### src/rtl/replay_restore_if.sv
// Bus bundle for replay_restore: commit capture, replay address stream and restore outputs.
// The core/replay-controller side uses the master modport; replay_restore uses slave.
interface replay_restore_if #(
    parameter int ADDR_WIDTH = 5,
    parameter int DATA_WIDTH = 32
);
    logic                  error_i;
    logic                  commit_we_i;
    logic [ADDR_WIDTH-1:0] commit_addr_i;
    logic [DATA_WIDTH-1:0] commit_data_i;
    logic                  replay_done_i;
    logic [ADDR_WIDTH-1:0] replay_addr_i;
    logic                  rf_we_o;
    logic [ADDR_WIDTH-1:0] rf_addr_o;
    logic [DATA_WIDTH-1:0] rf_data_o;
    logic                  core_stall_o;
    logic                  restore_done_o;
    logic                  restore_err_o;

    modport master (
        output error_i, commit_we_i, commit_addr_i, commit_data_i, replay_done_i, replay_addr_i,
        input  rf_we_o, rf_addr_o, rf_data_o, core_stall_o, restore_done_o, restore_err_o
    );

    modport slave (
        input  error_i, commit_we_i, commit_addr_i, commit_data_i, replay_done_i, replay_addr_i,
        output rf_we_o, rf_addr_o, rf_data_o, core_stall_o, restore_done_o, restore_err_o
    );
endinterface

### src/rtl/replay_restore.sv
// Shadow register file that captures committed writes and replays them into the core after an error.
// Optional REPLAY_RESTORE_PARITY_EN adds a per-entry even-parity bit and a sticky restore_err_o.
module replay_restore #(
    parameter int ADDR_WIDTH = 5,
    parameter int DATA_WIDTH = 32
) (
    input logic             clk,
    input logic             rst_n,
    replay_restore_if.slave bus
);
    localparam int NUM_REG = 2 ** ADDR_WIDTH;
    localparam logic [ADDR_WIDTH-1:0] ADDR_ZERO = {ADDR_WIDTH{1'b0}};
    localparam logic [DATA_WIDTH-1:0] DATA_ZERO = {DATA_WIDTH{1'b0}};

    typedef enum logic [1:0] {
        IDLE    = 2'd0,
        ARMED   = 2'd1,
        RESTORE = 2'd2,
        FINISH  = 2'd3
    } state_t;

    state_t                             state_r;
    logic [NUM_REG-1:0][DATA_WIDTH-1:0] shadow_r;
    logic                               rf_we_r;
    logic [ADDR_WIDTH-1:0]              rf_addr_r;
    logic [DATA_WIDTH-1:0]              rf_data_r;
    logic                               restore_done_r;
    logic                               capture_s;
    logic                               sample_s;
    logic [DATA_WIDTH-1:0]              rd_data_s;

    // Capture only while idle; the first low replay_done cycle in ARMED already carries an address
    always_comb begin
        capture_s = 1'b0;
        sample_s  = 1'b0;
        rd_data_s = shadow_r[bus.replay_addr_i];
        if (state_r == IDLE) begin
            capture_s = bus.commit_we_i && !bus.error_i && (bus.commit_addr_i != ADDR_ZERO);
        end else begin
            sample_s = ((state_r == ARMED) || (state_r == RESTORE)) && !bus.replay_done_i;
        end
    end

    // Shadow capture; entry 0 is never written so it always reads back as zero
    always_ff @(posedge clk or negedge rst_n) begin
        if (!rst_n) begin
            shadow_r <= {(NUM_REG * DATA_WIDTH){1'b0}};
        end else if (capture_s) begin
            shadow_r[bus.commit_addr_i] <= bus.commit_data_i;
        end
    end

    // Restore sequencer with registered rf_* and done outputs
    always_ff @(posedge clk or negedge rst_n) begin
        if (!rst_n) begin
            state_r        <= IDLE;
            rf_we_r        <= 1'b0;
            rf_addr_r      <= ADDR_ZERO;
            rf_data_r      <= DATA_ZERO;
            restore_done_r <= 1'b0;
        end else begin
            rf_we_r        <= 1'b0;
            restore_done_r <= 1'b0;
            if (sample_s) begin
                rf_we_r   <= (bus.replay_addr_i != ADDR_ZERO);
                rf_addr_r <= bus.replay_addr_i;
                rf_data_r <= rd_data_s;
            end
            case (state_r)
                IDLE: begin
                    if (bus.error_i) state_r <= ARMED;
                end
                ARMED: begin
                    if (!bus.replay_done_i) state_r <= RESTORE;
                end
                RESTORE: begin
                    if (bus.replay_done_i) begin
                        state_r        <= FINISH;
                        restore_done_r <= 1'b1;
                    end
                end
                FINISH: begin
                    state_r <= IDLE;
                end
                default: begin
                    state_r <= IDLE;
                end
            endcase
        end
    end

    assign bus.rf_we_o        = rf_we_r;
    assign bus.rf_addr_o      = rf_addr_r;
    assign bus.rf_data_o      = rf_data_r;
    assign bus.restore_done_o = restore_done_r;
    // Stall starts combinationally in the error cycle itself
    assign bus.core_stall_o   = bus.error_i || (state_r != IDLE);

`ifdef REPLAY_RESTORE_PARITY_EN
    logic [NUM_REG-1:0] parity_r;
    logic               restore_err_r;
    logic               par_bad_s;

    function automatic logic even_parity_f(input logic [DATA_WIDTH-1:0] data);
        return ^data;
    endfunction

    assign par_bad_s = sample_s && (bus.replay_addr_i != ADDR_ZERO)
                       && (parity_r[bus.replay_addr_i] != even_parity_f(rd_data_s));

    // Parity bit stored alongside each captured entry
    always_ff @(posedge clk or negedge rst_n) begin
        if (!rst_n) begin
            parity_r <= {NUM_REG{1'b0}};
        end else if (capture_s) begin
            parity_r[bus.commit_addr_i] <= even_parity_f(bus.commit_data_i);
        end
    end

    // Sticky integrity error, cleared only by reset
    always_ff @(posedge clk or negedge rst_n) begin
        if (!rst_n) begin
            restore_err_r <= 1'b0;
        end else if (par_bad_s) begin
            restore_err_r <= 1'b1;
        end
    end

    assign bus.restore_err_o = restore_err_r;
`else
    assign bus.restore_err_o = 1'b0;
`endif
endmodule

### src/flat_wrapper.sv
// flat-port wrapper written by rule: the top's interface ports become plain ports
module replay_restore_flat 
#(
    parameter int ADDR_WIDTH = 5,
    parameter int DATA_WIDTH = 32
)
  (clk, rst_n, bus_error_i, bus_commit_we_i, bus_commit_addr_i, bus_commit_data_i, bus_replay_done_i, bus_replay_addr_i, bus_rf_we_o, bus_rf_addr_o, bus_rf_data_o, bus_core_stall_o, bus_restore_done_o, bus_restore_err_o);
  replay_restore_if #(.ADDR_WIDTH(ADDR_WIDTH), .DATA_WIDTH(DATA_WIDTH)) bus_i ();
  input logic clk;
  input logic rst_n;
  input wire logic [$bits(bus_i.error_i)-1:0] bus_error_i;
  input wire logic [$bits(bus_i.commit_we_i)-1:0] bus_commit_we_i;
  input wire logic [$bits(bus_i.commit_addr_i)-1:0] bus_commit_addr_i;
  input wire logic [$bits(bus_i.commit_data_i)-1:0] bus_commit_data_i;
  input wire logic [$bits(bus_i.replay_done_i)-1:0] bus_replay_done_i;
  input wire logic [$bits(bus_i.replay_addr_i)-1:0] bus_replay_addr_i;
  output wire logic [$bits(bus_i.rf_we_o)-1:0] bus_rf_we_o;
  output wire logic [$bits(bus_i.rf_addr_o)-1:0] bus_rf_addr_o;
  output wire logic [$bits(bus_i.rf_data_o)-1:0] bus_rf_data_o;
  output wire logic [$bits(bus_i.core_stall_o)-1:0] bus_core_stall_o;
  output wire logic [$bits(bus_i.restore_done_o)-1:0] bus_restore_done_o;
  output wire logic [$bits(bus_i.restore_err_o)-1:0] bus_restore_err_o;
  assign bus_i.error_i = bus_error_i;
  assign bus_i.commit_we_i = bus_commit_we_i;
  assign bus_i.commit_addr_i = bus_commit_addr_i;
  assign bus_i.commit_data_i = bus_commit_data_i;
  assign bus_i.replay_done_i = bus_replay_done_i;
  assign bus_i.replay_addr_i = bus_replay_addr_i;
  assign bus_rf_we_o = bus_i.rf_we_o;
  assign bus_rf_addr_o = bus_i.rf_addr_o;
  assign bus_rf_data_o = bus_i.rf_data_o;
  assign bus_core_stall_o = bus_i.core_stall_o;
  assign bus_restore_done_o = bus_i.restore_done_o;
  assign bus_restore_err_o = bus_i.restore_err_o;
  replay_restore #(.ADDR_WIDTH(ADDR_WIDTH), .DATA_WIDTH(DATA_WIDTH)) u_core (.clk(clk), .rst_n(rst_n), .bus(bus_i));
endmodule
### config.mk
export PLATFORM = sky130hd
export DESIGN_NAME = replay_restore_flat
export DESIGN_NICKNAME = d
export VERILOG_FILES = /design/src/rtl/replay_restore_if.sv /design/src/rtl/replay_restore.sv /design/src/flat_wrapper.sv
export SDC_FILE = /design/constraint.sdc
export NUM_CORES = 1
export LEC_CHECK = 0
export CORE_MARGIN = 4
export CORE_UTILIZATION = 32
export DETAILED_ROUTE_END_ITERATION = 16
export GPL_TIMING_DRIVEN = 0
export PLACE_DENSITY_LB_ADDON = 0.08
export SLEW_MARGIN = 20
export SYNTH_ARGS = -nofsm -noshare
export SYNTH_HDL_FRONTEND = slang
export SYNTH_SLANG_ARGS = --single-unit
### constraint.sdc
create_clock -name clk -period 2.9 [get_ports clk]
set_input_delay 0.435 -clock clk [delete_from_list [all_inputs] [get_ports clk]]
set_output_delay 0.435 -clock clk [all_outputs]
set_load 0.005 [all_outputs]
==> summary.txt, run 1 <==
Run status
  – Status: finished clean

Min path
  – Worst hold path type: in2async

Finish
  – Non-Filler Instances: 5,644
  – Finished Cell Area: 0.05628 mm^2
  – Layout cells sized above 1: 0.4203
  – Fillers: approximately 14,000
  – Synth-to-Final Area Change: 16.99%
  – Final nets: around 3,600

CTS
  – CTS tree: yes
  – CTS buffer count: 130
  – Clock buffer depth: 3
  – Skew-Pair Late Insertion Delay: about 0.76 ns
  – Clock Pin Slew Worst Setup and Hold Paths: roughly 0.05 ns
  – CTS HTree Levels: 4
  – Num Clock Sinks: 1,065
  – Clk root buf: clkbuf_16

Drt
  – Met2 WL: 80,720 um
  – Total wire length: 168,600 um
  – DR DRC count: 0
  – Post-route ant nets: 0
  – Initial drt markers: 1,734
  – Top layer in use: met5
  – Pre-antenna DRT Iters: 4
  – WL met1: 78,140 um
  – Routed len/inst: about 30 um
  – Vias per inst: around 5.1
  – Via Count: 28,900
  – Met3 Routed Length: between 5000 and 6000 um

Floorplanning
  – Initial Util: 0.3216
  – Die width: 395.7 um
  – Chip height: 395.7 um
  – Die ar.: 0.1566 mm^2
  – # IOs: 88
  – Cell Rows: around 140
  – Placeable Area: 0.1496 mm^2

Global routing
  – Global Route Usage Sum: 0.2159
  – Global-route wire length before repair: 240,900 um
  – Grt ovf: 0
  – Initial antenna violation count: 5
  – Vias in the first global route: 30,950
  – Largest net degree at the start of global routing: about 130

Timing
  – Slew @ Worst Pin: 1.105 ns
  – Final Hold Violating Endpoints: 0
  – Fin Clk Skew: 0.02227 ns
  – Final worst-path cycle share: 0.9839
  – F_max: 350.5 MHz
  – Setup violators final: 0
  – Minimum clock period: 2.853 ns
  – RSZ-0062 raised after global routing: false
  – Slew Viols, Final: 0
  – Worst rel slew slack: 0.2636

Worst setup path
  – Worst EP required: 3.53 ns
  – CP Max Fanout: 10
  – Worst Setup End Kind: flip-flop
  – Worst setup path class: reg2reg
  – Startpoint types: flip-flop
  – Arrival time worst endpoint: 3.48 ns

Synthesis
  – Top cells by area, synth: dfrtp_1, mux2_2, mux2i_1
  – Synth Area per Inst: 14.61 um^2
  – Synthesized netlist cell count: 3,294
  – Seq cells post-synth: between 1,000 and 1,500
  – Top_reg_cell synth: dfrtp_1
  – Synth cell types: 38
  – Sequential area share after synthesis: 0.5540
  – Warnings from Yosys: 0
  – Post-Syn Area: 0.04811 mm^2
  – Syn nets: 3,344
  – Number of synthesized flops with an enable pin: 0
  – FFs w/ async S/R, synth: 1.000
  – Post-synth top area share: 0.5540
  – Largest area contributor in the netlist: dfrtp_1

Placement
  – GP Congestion: between 0.7 and 0.8
  – Dpl cell area: 0.05184 mm^2
  – IO buf count: 84
  – Cell Count Post-Placement: 5,407
  – DP HPWL: between 100,000 and 150,000 um

Pwr
  – Static Leak: 0.02680 uW
  – Max rail drop VDD: 0.4723 mV
  – Pwr Total: 40,090 uW
  – Cell area power density: 712.4 mW/mm^2

Flow run
  – Max Cap Violations: 0
## cells by family after synthesis
group	Yosys count	share of synthesized area
AO/OA/AOI/OAI	194	0.02775
buffers and inverters	349	0.03423
flip-flops	1065	0.5540
multiplexers	1441	0.3598
AND/OR/NAND/NOR	241	0.02346
adder cells (fa/ha/maj)	3	0.0007803
other	1	0.00007795
## repair_timing
action                                 CTS  global route
setup buffers                            2             2
endpoints found under the hold margin   61             0
gates resized for setup                 47            20
setup endpoints to repair              225            72
hold buffers                             1             0
pin swaps                                1             1
## stage by stage
| step | util | TNS (ns) | worst slack (ns) | hold WS (ns) |
|---|---|---|---|---|
| after global routing | 0.3762 | 0 | 0.009513 | 0.2155 |
| after detailed placement | 0.3465 | -249.34 | -1.240 | 0.3325 |
| after global placement | 0.3441 | - | -51.77 | 0.4396 |
| after floorplan | - | 0 | 0.9249 | 0.1394 |
| final | 0.3762 | 0 | 0.04672 | 0.2135 |
| after CTS | 0.3759 | 0 | 0.005846 | 0.1767 |
## report_power, final
group	switching (uW)	internal, uW
combinational	2880	2990
clock	6610	9590
sequential	1100	16900
## sequential cells by signal, indices dropped and copies added (netlist names)
signal	count
u_core.bus.restore_done_o	1
u_core.bus.rf_addr_o	5
u_core.bus.rf_data_o	32
u_core.bus.rf_we_o	1
u_core.shadow_r	1024
u_core.state_r	2
## final cells by class
| type | count | area, um^2 | share of cell area |
|---|---|---|---|
| flip-flops and latches | 1065 | 26650 | 0.4735 |
| multi-input cells | 1880 | 19910 | 0.3537 |
| clock buffers | 201 | 3928 | 0.06978 |
| well taps | 2016 | 2522 | 0.04482 |
| plain buffers | 343 | 1730 | 0.03075 |
| repair buffers | 102 | 1216 | 0.02161 |
| clock inverters | 27 | 295.3 | 0.005247 |
| inverters | 6 | 22.52 | 0.0004002 |
| diodes | 4 | 10.01 | 0.0001778 |
## final timing paths
kind | start | end | slack [ns] | depth (start not counted)
hold / removal | rst_n | u_core.shadow_r[119] | 0.21 | 2
hold reg to reg | u_core.shadow_r[10] | u_core.shadow_r[10] | 0.45 | 1
setup reg to reg | u_core.state_r[0] | u_core.shadow_r[50] | 0.05 | 7
max in group asynchronous | rst_n | u_core.shadow_r[517] | 0.46 | 5
setup / recovery | u_core.state_r[0] | u_core.shadow_r[50] | 0.05 | 7
min in group clk | bus_commit_data_i[6] | u_core.shadow_r[38] | 0.41 | 2
## routing by layer
metal,up-vias,track usage
li1,12480,-
met1,15720,0.2994
met2,497,0.3539
met3,205,0.03290
met4,2,0.05711
met5,-,0
## worst max-delay path, cell delays in order (launching register included)
cell and delay, ns:
dfrtp_1 0.39, inv_1 0.08, ha_1 0.13, buf_2 0.21
nand3b_2 0.33, nor2_2 0.58, buf_2 0.56, mux2_2 0.39
## layout by cell type (no fill, tap or decap), types with 26 or more instances in the layout
master,count
nor2_1,75
dfrtp_1,1065
and2_1,33
clkbuf_8,29
o22ai_1,96
buf_2,104
o21ai_0,32
buf_4,47
clkbuf_1,187
mux2_1,62
o41ai_1,26
mux2i_1,288
o2111ai_1,32
clkdlybuf4s50_1,83
mux4_2,128
nand2_1,82
clkbuf_16,136
mux2_2,963
## synth_stat cells, types with 4 or more instances
master     number
mux4_2        128
o2111ai_1      32
mux2_2        963
inv_1           6
dfrtp_1      1065
o22ai_1        96
buf_6           9
mux2_1         62
nor2_2          9
nand2_1        82
nand3b_1        4
o41ai_1        32
clkbuf_1      177
buf_4          35
nor2_1         86
o21ai_0        32
and2_1         33
buf_2         110
mux2i_1       288
buf_1          12
nand2b_1        4
No activity file was read; power rests on OpenSTA's default activity.
==> inputs of run 2 (changes only) <==
--- a/config.mk
+++ b/config.mk
@@ -5,12 +5,11 @@
 export SDC_FILE = /design/constraint.sdc
 export NUM_CORES = 1
 export LEC_CHECK = 0
-export CORE_MARGIN = 4
+export CORE_MARGIN = 5
 export CORE_UTILIZATION = 32
 export DETAILED_ROUTE_END_ITERATION = 16
 export GPL_TIMING_DRIVEN = 0
 export PLACE_DENSITY_LB_ADDON = 0.08
-export SLEW_MARGIN = 20
 export SYNTH_ARGS = -nofsm -noshare
 export SYNTH_HDL_FRONTEND = slang
 export SYNTH_SLANG_ARGS = --single-unit
==> summary.txt, run 2 (synthesis gave the netlist of run 1 again) <==
Timing
  – Setup violators final: 1 (+1)
  – Fin Clk Skew: 0.02185 ns (-0.0004210 ns)
  – Minimum clock period: 2.928 ns (+0.07479 ns)
  – Final WS setup: -0.02807 ns (-0.07479 ns)
  – F_max: 341.5 MHz (-2.6%)
  – Final worst-path cycle share: 1.010 (+0.02579)
  – Slew @ Worst Pin: 1.287 ns (+0.1819 ns)
  – Slew Viols, Final: 0 (unchanged)
  – Worst rel slew slack: 0.1423 (-0.1213)
  – Final Hold Violating Endpoints: 0 (unchanged)
  – RSZ-0062 raised after global routing: false

Placement
  – GP Congestion: 0.7830 (+3.7%)
  – DP HPWL: 111,100 um (-0.85%)
  – Dpl cell area: 0.05171 mm^2 (-0.25%)
  – Placement Setup Slack: -1.356 ns (-0.1154 ns)
  – Cell Count Post-Placement: 5,402 (-0.092%)
  – IO buf count: 84 (unchanged)

Finish
  – Finished Cell Area: 0.05591 mm^2 (-0.66%)
  – Top reg by flops: u_core.shadow_r
  – Ant diodes: 0 (-4)
  – Layout cells sized above 1: 0.4158 (-0.004421)
  – Most frequent cells in the layout: dfrtp_1, mux2_2, mux2i_1, clkbuf_1, mux4_2
  – Synth-to-Final Area Change: 16.21%
  – Most common cell after layout, fill and taps aside: dfrtp_1
  – Max FFs per register: 1,024 (unchanged)
  – Non-Filler Instances: 5,616 (-0.50%)
  – Final nets: 3,564 (-0.39%)

Pwr
  – Max rail drop VDD: 0.5237 mV (+11%)
  – Static Leak: 0.02662 uW (-0.68%)
  – Cell area power density: 705.3 mW/mm^2 (-1.0%)

CTS
  – CTS buffer count: 121 (-6.9%)
  – CTS tree: yes
  – Clock Pin Slew Worst Setup and Hold Paths: 0.06 ns (about the same)
  – Clk root buf: clkbuf_16
  – Clock buffer depth: 3 (unchanged)
  – Num Clock Sinks: 1,065 (unchanged)
  – CTS HTree Levels: 3 (-1)
  – Skew-Pair Late Insertion Delay: 0.74 ns (-0.02 ns)

Drt
  – Via Count: 28,690 (-0.74%)
  – Total wire length: 166,500 um (-1.3%)
  – Routed len/inst: 29.64 um (-0.80%)
  – Post-route ant nets: 0 (unchanged)
  – DR DRC count: 0 (unchanged)
  – Pre-antenna DRT Iters: 4 (unchanged)
  – Initial drt markers: 1,465 (-16%)
  – Vias per inst: 5.108 (-0.24%)

Worst setup path
  – CP Max Fanout: 10 (unchanged)
  – Worst Setup End Kind: flip-flop
  – Worst setup path class: in2reg
  – Startpoint types: input pin
  – Worst EP required: 3.55 ns (+0.02 ns)
  – Arrival time worst endpoint: 3.58 ns (+0.10 ns)

Global routing
  – Global-route wire length before repair: 236,600 um (-1.8%)
  – Grt ovf: 0 (unchanged)
  – Global Route Usage Sum: 0.2104 (-0.005493)
  – Largest net degree at the start of global routing: 159 (+20%)
  – Initial antenna violation count: 3 (-2)
  – Vias in the first global route: 30,480 (-1.5%)

Floorplanning
  – Initial Util: 0.3216 (unchanged)
  – Die ar.: 0.1582 mm^2 (+1.0%)
  – Placeable Area: 0.1496 mm^2 (unchanged)
  – Chip height: 397.7 um (+0.51%)
  – Cell Rows: 142 (unchanged)
  – # IOs: 88 (unchanged)
  – Die width: 397.7 um (+0.51%)

Min path
  – Worst hold path type: in2async

Run status
  – Status: complete, but fails checks
  – Violated checks: setup timing

Flow run
  – Max Cap Violations: 0 (unchanged)
run 2: changes by cell type in the layout (fill, tap and decap cells not counted), sizes merged:
cell,delta
clkdlybuf4s15,+2
buf,-5
clkinvlp,+1
clkinv,-7
bufinv,+4
diode,-4
clkbuf,-19
run 2: worst paths after layout:
path,cells after the start,to,slack [ns],startpoint
worst max register to register,7,u_core.shadow_r[937],0.07,u_core.state_r[0]
worst min-delay path,2,u_core.shadow_r[246],0.29,rst_n
worst min register to register,1,u_core.shadow_r[22],0.45,u_core.shadow_r[22]
max in group asynchronous,5,u_core.shadow_r[746],0.38,rst_n
worst max-delay path,10,u_core.bus.rf_data_o[11],-0.03,bus_replay_addr_i[1]
min in group clk,2,u_core.shadow_r[52],0.43,bus_commit_data_i[20]
run 2: cell type report:
| cell class | count | area (um^2) |
|---|---|---|
| sequential | 1065 | 26650 |
| clock buffer | 184 | 3645 |
| multi-input combinational | 1880 | 19860 |
| clock inverter | 25 | 354.1 |
| buffer | 342 | 1714 |
| fill | 14540 | 93690 |
| tap | 2016 | 2522 |
| timing repair buffer | 98 | 1144 |
| inverter | 6 | 22.52 |
run 2: per-layer routing:
| metal | vias to the layer above | wire, um | GRT usage |
|---|---|---|---|
| met5 | - | 0 | 0 |
| met4 | 0 | 6057 | 0.06701 |
| met3 | 210 | 4387 | 0.02666 |
| met2 | 421 | 80000 | 0.3492 |
| met1 | 15620 | 76020 | 0.2872 |
| li1 | 12440 | - | - |
run 2: critical path, stage by stage:
cell,delay (ns)
clkdlybuf4s50_1,0.62
buf_2,0.26
buf_2,0.41
buf_2,0.51
nand3b_1,0.16
buf_4,0.19
clkbuf_2,0.36
o22ai_1,0.26
o21ai_0,0.19
o2111ai_1,0.15
run 2: power breakdown:
group | switching [uW] | total (uW) | internal [uW]
clock network | 6400 | 15600 | 9190
registers | 1090 | 18000 | 16900
logic | 2840 | 5820 | 2980
run 2: stage by stage:
step	hold WS, ns	total power, uW	utilization	TNS [ns]
final	0.2927	39430	0.3737	-0.02807
after global routing	0.2956	41170	0.3737	0
after CTS	0.2686	40010	0.3734	-1.380
after detailed placement	0.4145	24130	0.3456	-164.53
after global placement	0.4391	24000	0.3441	-
after floorplan	0.1394	21440	-	0
run 2: timing repair:
action                                  in CTS  in global routing
hold endpoints to repair                    91                  0
endpoints found under the setup margin      86                255
setup buffers                                4                  0
pin swaps                                    2                  0
gates resized for setup                     42                 16
hold buffers                                 1                  0
gates cloned                                 0                  1
==> inputs of run 3 (changes only) <==
--- a/config.mk
+++ b/config.mk
@@ -5,6 +5,7 @@
 export SDC_FILE = /design/constraint.sdc
 export NUM_CORES = 1
 export LEC_CHECK = 0
+export ABC_CLOCK_PERIOD_IN_PS = 2900
 export CORE_MARGIN = 5
 export CORE_UTILIZATION = 32
 export DETAILED_ROUTE_END_ITERATION = 16
==> results of run 3 <==
Same layout as run 2: the final DEF is identical, and so are final timing and power.
